--- config.mk ---
export PLATFORM = sky130hd
export DESIGN_NAME = daq_readout_framer
export DESIGN_NICKNAME = d
export VERILOG_FILES = /design/src/rtl/alct_daq_pkg.sv /design/src/rtl/crc22_step.sv /design/src/rtl/daq_readout_framer.sv
export SDC_FILE = /design/constraint.sdc
export NUM_CORES = 1
export LEC_CHECK = 0
export ABC_AREA = 1
export CORE_MARGIN = 2
export CORE_UTILIZATION = 54
export DETAILED_ROUTE_END_ITERATION = 10
export PLACE_DENSITY = 0.8
export SYNTH_ARGS = -nofsm -noshare
export SYNTH_HDL_FRONTEND = slang
export SYNTH_SLANG_ARGS = --single-unit
--- constraint.sdc ---
create_clock -name clk -period 3.3 [get_ports clk]
set_input_delay 0.33 -clock clk [delete_from_list [all_inputs] [get_ports clk]]
set_output_delay 0.33 -clock clk [all_outputs]
set_load 0.03 [all_outputs]
--- src/rtl/alct_daq_pkg.sv ---
// Shared constants, trailer tags and FSM encoding for the DAQ readout framer.
package alct_daq_pkg;

  localparam int FIFO_W    = 48;
  localparam int DAQ_W     = 19;
  localparam int DAQ_LSB   = 9;
  localparam int EOE_BIT   = 8;
  localparam int CRC_W     = 22;
  localparam int WCNT_W    = 10;
  localparam int MAX_WORDS = 1023;

  localparam logic [2:0] TAG_CRC0 = 3'b001;
  localparam logic [2:0] TAG_CRC1 = 3'b010;
  localparam logic [2:0] TAG_WCNT = 3'b011;

  // x^22 + x + 1 with the x^22 term implied
  localparam logic [CRC_W-1:0] CRC_POLY = 22'h000003;

  typedef enum logic [2:0] {
    IDLE,
    DATA,
    CRC0,
    CRC1,
    WCNT
  } state_t;

  function automatic logic [DAQ_W-1:0] crc0_word(
    input logic [CRC_W-1:0] crc
  );
    return {TAG_CRC0, 5'b0, crc[10:0]};
  endfunction

  function automatic logic [DAQ_W-1:0] crc1_word(
    input logic [CRC_W-1:0] crc
  );
    return {TAG_CRC1, 5'b0, crc[21:11]};
  endfunction

  function automatic logic [DAQ_W-1:0] wcnt_word(
    input logic              ovf,
    input logic [WCNT_W-1:0] wcnt
  );
    return {TAG_WCNT, ovf, 5'b0, wcnt};
  endfunction

endpackage

--- src/rtl/crc22_step.sv ---
// Next CRC-22 value after shifting in one 19-bit DAQ word, MSB first.
module crc22_step
  import alct_daq_pkg::*;
(
  input  logic [CRC_W-1:0] crc_in,
  input  logic [DAQ_W-1:0] data,
  output logic [CRC_W-1:0] crc_out
);

  logic [CRC_W-1:0] c;
  logic             fb;

  always_comb begin
    c  = crc_in;
    fb = 1'b0;
    for (int i = DAQ_W - 1; i >= 0; i--) begin
      fb = c[CRC_W-1] ^ data[i];
      c  = {c[CRC_W-2:0], 1'b0} ^ (fb ? CRC_POLY : '0);
    end
    crc_out = c;
  end

endmodule

--- src/rtl/daq_readout_framer.sv ---
// Drains the DAQ output FIFO and frames 19-bit words with CRC and
// word-count trailers for the TMB link.
module daq_readout_framer
  import alct_daq_pkg::*;
(
  input  logic              clk,
  input  logic              rst,
  input  logic [FIFO_W-1:0] fifo_dout,
  input  logic              fifo_empty,
  output logic              fifo_rden,
  input  logic              daq_en,
  output logic [DAQ_W-1:0]  daq_out,
  output logic              daq_valid,
  output logic              frame_act
);

  state_t             state;
  logic               rd_q;
  logic               skid_full;
  logic [DAQ_W-1:0]   skid_data;
  logic               skid_eoe;
  logic               eoe_seen;
  logic [CRC_W-1:0]   crc;
  logic [CRC_W-1:0]   crc_next;
  logic [WCNT_W-1:0]  wcnt;
  logic               ovf;

  logic [DAQ_W-1:0]   in_word;
  logic               in_eoe;
  logic               data_phase;
  logic               src_valid;
  logic [DAQ_W-1:0]   src_word;
  logic               src_eoe;
  logic               emit_data;
  logic               to_skid;
  logic               wcnt_max;
  logic               unused_bits;

  assign in_word = fifo_dout[DAQ_LSB+DAQ_W-1:DAQ_LSB];
  assign in_eoe  = fifo_dout[EOE_BIT];
  assign unused_bits = ^{fifo_dout[FIFO_W-1:DAQ_LSB+DAQ_W],
                         fifo_dout[EOE_BIT-1:0]};

  assign data_phase = (state == IDLE) || (state == DATA);

  // skid always wins; it can never be full while a word returns
  assign src_valid = skid_full | rd_q;
  assign src_word  = skid_full ? skid_data : in_word;
  assign src_eoe   = skid_full ? skid_eoe : in_eoe;
  assign emit_data = data_phase & daq_en & src_valid;
  assign to_skid   = rd_q & ~(emit_data & ~skid_full);
  assign wcnt_max  = (wcnt == WCNT_W'(MAX_WORDS));

  assign fifo_rden = ~rst & daq_en & ~fifo_empty & ~skid_full
                   & data_phase & ~eoe_seen;

  crc22_step u_crc (
    .crc_in  (crc),
    .data    (src_word),
    .crc_out (crc_next)
  );

  always_ff @(posedge clk or posedge rst) begin
    if (rst) begin
      state     <= IDLE;
      rd_q      <= 1'b0;
      skid_full <= 1'b0;
      skid_data <= '0;
      skid_eoe  <= 1'b0;
      eoe_seen  <= 1'b0;
      crc       <= '0;
      wcnt      <= '0;
      ovf       <= 1'b0;
      daq_out   <= '0;
      daq_valid <= 1'b0;
      frame_act <= 1'b0;
    end else begin
      rd_q      <= fifo_rden;
      daq_valid <= 1'b0;
      frame_act <= (state != IDLE) | emit_data;

      if (to_skid) begin
        skid_full <= 1'b1;
        skid_data <= in_word;
        skid_eoe  <= in_eoe;
      end else if (emit_data && skid_full) begin
        skid_full <= 1'b0;
      end

      // an event's last word has been fetched: stop popping
      if (rd_q && in_eoe && data_phase) begin
        eoe_seen <= 1'b1;
      end

      unique case (state)
        IDLE, DATA: begin
          if (emit_data) begin
            daq_out   <= src_word;
            daq_valid <= 1'b1;
            crc       <= crc_next;
            if (wcnt_max) begin
              ovf <= 1'b1;
            end else begin
              wcnt <= wcnt + 1'b1;
            end
            state <= src_eoe ? CRC0 : DATA;
          end
        end
        CRC0: begin
          if (daq_en) begin
            daq_out   <= crc0_word(crc);
            daq_valid <= 1'b1;
            state     <= CRC1;
          end
        end
        CRC1: begin
          if (daq_en) begin
            daq_out   <= crc1_word(crc);
            daq_valid <= 1'b1;
            state     <= WCNT;
          end
        end
        WCNT: begin
          if (daq_en) begin
            daq_out   <= wcnt_word(ovf, wcnt);
            daq_valid <= 1'b1;
            state     <= IDLE;
            crc       <= '0;
            wcnt      <= '0;
            ovf       <= 1'b0;
            eoe_seen  <= 1'b0;
          end
        end
        default: begin
          state <= IDLE;
        end
      endcase
    end
  end

endmodule
==> results.sh <==
export IMPL_via_count=4351
export IMPL_clock_path_buffers=2
export IMPL_required_ns=2.97
export IMPL_final_common_cell="nand2_1"
export IMPL_post_route_util_pct=63.9
export IMPL_clk_insertion_delay_late_ns=0.35
export IMPL_place_gp_congestion=0.928
export IMPL_synth_area_um2=4650
export IMPL_ys_flop_type="dfrtp_1"
export IMPL_fp_dieH_um=96.8
export IMPL_drcViolationCount=0
export IMPL_async_flop_share_pct=100
export IMPL_drt_wl_total_um=11400
export IMPL_cp_slowest_cell="clkdlybuf4s50_1"
export IMPL_drt_pass1_iter_count=5
export IMPL_r2r_slack_ns=1.19
export IMPL_maxSlewViolCount=0
export IMPL_critPathMaxStageDelay_ns=0.74
export IMPL_status="completed"
export IMPL_setup_tns_ns=0
export IMPL_cts_tree="built"
export IMPL_crit_path_frequent_cell="clkdlybuf4s50_1"
export IMPL_worstPathCellList="clkdlybuf4s50_1, inv_2, nor2_4, nand2_2, nor4_1, clkdlybuf4s50_1"
export IMPL_final_cells=814
export IMPL_grt_antenna_before_repair=0
export IMPL_ant_nets=0
export IMPL_drt_iter0_drc=333
export IMPL_synth_edff_count=0
export IMPL_detail_route_wl_per_cell_um=14.0
export IMPL_dp_cells=798
export IMPL_cap_violations=0
export IMPL_synth_adder_area_share_pct=0.269
export IMPL_cts_hold_buf=0
export IMPL_path_class="input pin to output port"
export IMPL_final_area_um2=5300
export IMPL_cp_start_kind="input pin"
export IMPL_critPathTopFamily="buffers and inverters"
export IMPL_grt_max_degree=66
export IMPL_synthToLayoutAreaGrowth_pct=13.9
export IMPL_viasPerCell=5.35
export IMPL_die_area_um2=9380
export IMPL_path_buf_inv=3
export IMPL_antennaDiodeCount=0
export IMPL_synth_cells=666
export IMPL_track_usage_pct=25.0
export IMPL_dpl_hpwl_um=8510
export IMPL_syn_nets=719
export IMPL_core_area_um2=8300
export IMPL_clk_pin_slew_worst_paths_ns=0.09
export IMPL_rr_worst_depth=8
export IMPL_cellLeakagePower_nw=2.70
export IMPL_synthMuxAreaShare_pct=0
export IMPL_fin_crit_sh_pct=80.2
export IMPL_worstMarginPinSlew_ns=0.760
export IMPL_yosys_warnings=0
export IMPL_multi_input_area_um2=2280
export IMPL_cts_buffers=9
export IMPL_ys_ff_latch=80
export IMPL_nFillCells=777
export IMPL_synth_top_family_by_area="simple AND/OR/NAND/NOR gates"
export IMPL_grt_pass1_wl_um=19200
export IMPL_htree_levels=3
export IMPL_ios=74
export IMPL_r2r_end="crc[11]"
export IMPL_r2r_start="state[0]"
export IMPL_seqCellArea_um2=2000
export IMPL_grt_overflow_total=0
export IMPL_synth_xor_area_share_pct=4.14
export IMPL_nets=757
export IMPL_finalCriticalPeriod_ns=2.65
export IMPL_ir_drop_mv=0.360
export IMPL_synth_compound_area_share_pct=5.73
export IMPL_end_kind="output port"
export IMPL_rows=33
export IMPL_start_util_pct=56.1
export IMPL_post_cts_setup_buffers=0
export IMPL_clockRootBuffer="clkbuf_8"
export IMPL_p_per_area_nw_per_um2=770
export IMPL_avgSynthCellArea_um2=6.99
export IMPL_setup_violations=0
export IMPL_post_dp_cell_area_um2=5110
export IMPL_layout_common_cells="nand2_1, dfrtp_1, nand3_1"
export IMPL_yosysSeqAreaShare_pct=43.0
export IMPL_die_width_um=96.8
export IMPL_hold_viol_final=0
export IMPL_critPathMaxFanout=4
export IMPL_layout_drive_gt1_share_pct=5.92
export IMPL_portBuffers=45
export IMPL_grt_pass1_vias=4027
export IMPL_fin_skew_ns=0.0114
export IMPL_cts_sink_count=80
export IMPL_clock_fmax_ghz=0.378
export IMPL_crit_arrival_ns=2.32
export IMPL_yosys_area_share_simple_pct=39.0
export IMPL_startpoint="daq_en"
export IMPL_cts_resized=0
export IMPL_maxSlewHeadroom_pct=49.2
export IMPL_yosysUniqueCellTypes=33
export IMPL_rsz0062_at_grt="no"
export IMPL_min_path_type="input pin to async pin"
[state kept, by name (all words and copies together) (netlist names)]
register,flops
daq_out,19
ovf,1
daq_valid,1
rd_q,1
skid_full,1
wcnt,10
frame_act,1
state,3
skid_eoe,1
skid_data,19
eoe_seen,1
crc,22
[synth_stat cells (2+ instances only)]
library cell / instances / area (µm²)
nor2_1: 57 / 214
nand2_4: 2 / 22.5
xor2_1: 13 / 114
dfrtp_1: 80 / 2000
a21oi_1: 6 / 30.0
inv_1: 44 / 165
o211ai_1: 9 / 67.6
nand4_1: 2 / 12.5
xnor2_1: 9 / 78.8
buf_2: 9 / 45.0
buf_6: 8 / 90.1
o21ai_0: 23 / 115
inv_2: 7 / 26.3
o21ai_1: 8 / 40.0
nand3_1: 60 / 300
nand2_1: 304 / 1140
buf_4: 3 / 22.5
nand2_2: 6 / 37.5
nor2_4: 2 / 22.5
[worst max-delay path by stage]
stage                endpoint  slack (ns)  depth (start not counted)
global route        fifo_rden        0.52                          6
global placement    fifo_rden        0.75                          6
detailed placement  fifo_rden        0.70                          6
finish              fifo_rden        0.65                          6
floorplan              crc[0]        0.92                          1
CTS                 fifo_rden        0.65                          6
[report_power, final]
part | switching, mW | leakage (nW) | internal (mW)
clock network | 0.360 | 0.0920 | 0.346
logic | 0.987 | 1.61 | 0.649
registers | 0.362 | 1.00 | 1.38
[cell type report]
type,count,share of cell area (%)
repair buffers,49,9.30
flip-flops and latches,80,37.8
clock buffers,10,2.41
clock inverters,6,1.13
well taps,105,2.48
inverters,53,3.82
multi-input cells,511,43.1
[stage by stage]
stage / hold WS (ns) / power (mW) / setup slack (ns)
floorplan: 0.442 / 2.82 / 0.918
global placement: 0.432 / 3.30 / 0.746
detailed placement: 0.437 / 3.37 / 0.701
CTS: 0.307 / 4.07 / 0.651
global route: 0.346 / 4.37 / 0.520
finish: 0.295 / 4.08 / 0.652
[logic make-up (layout without fill, tap and decap cells)]
group	Yosys count	after routing
and+or+nand+nor	440	440
xor gates and xnor gates	22	22
buffers and inverters	75	118
DFF	80	80
AOI/OAI and AO/OA	48	48
adders and majority gates	1	1
[metal layers]
metal  vias to the layer above  wire (µm)  GRT usage (%)  part of all wire (%)
met5                         -          0              0                     0
met4                         0        228           8.34                   2.0
met3                        20        613           2.82                   5.4
met2                       166       5290           40.7                    46
met1                      2011       5270           35.0                    46
li1                       2154          -              -                     -
[worst register-to-register path, delay by kind of cell (launching register included)]
family                 cells  cell delay [ns]
buffers and inverters      3             0.65
DFF                        1             0.40
and+or+nand+nor            5             0.96
Note: power is estimated with default switching activity, not from simulation.
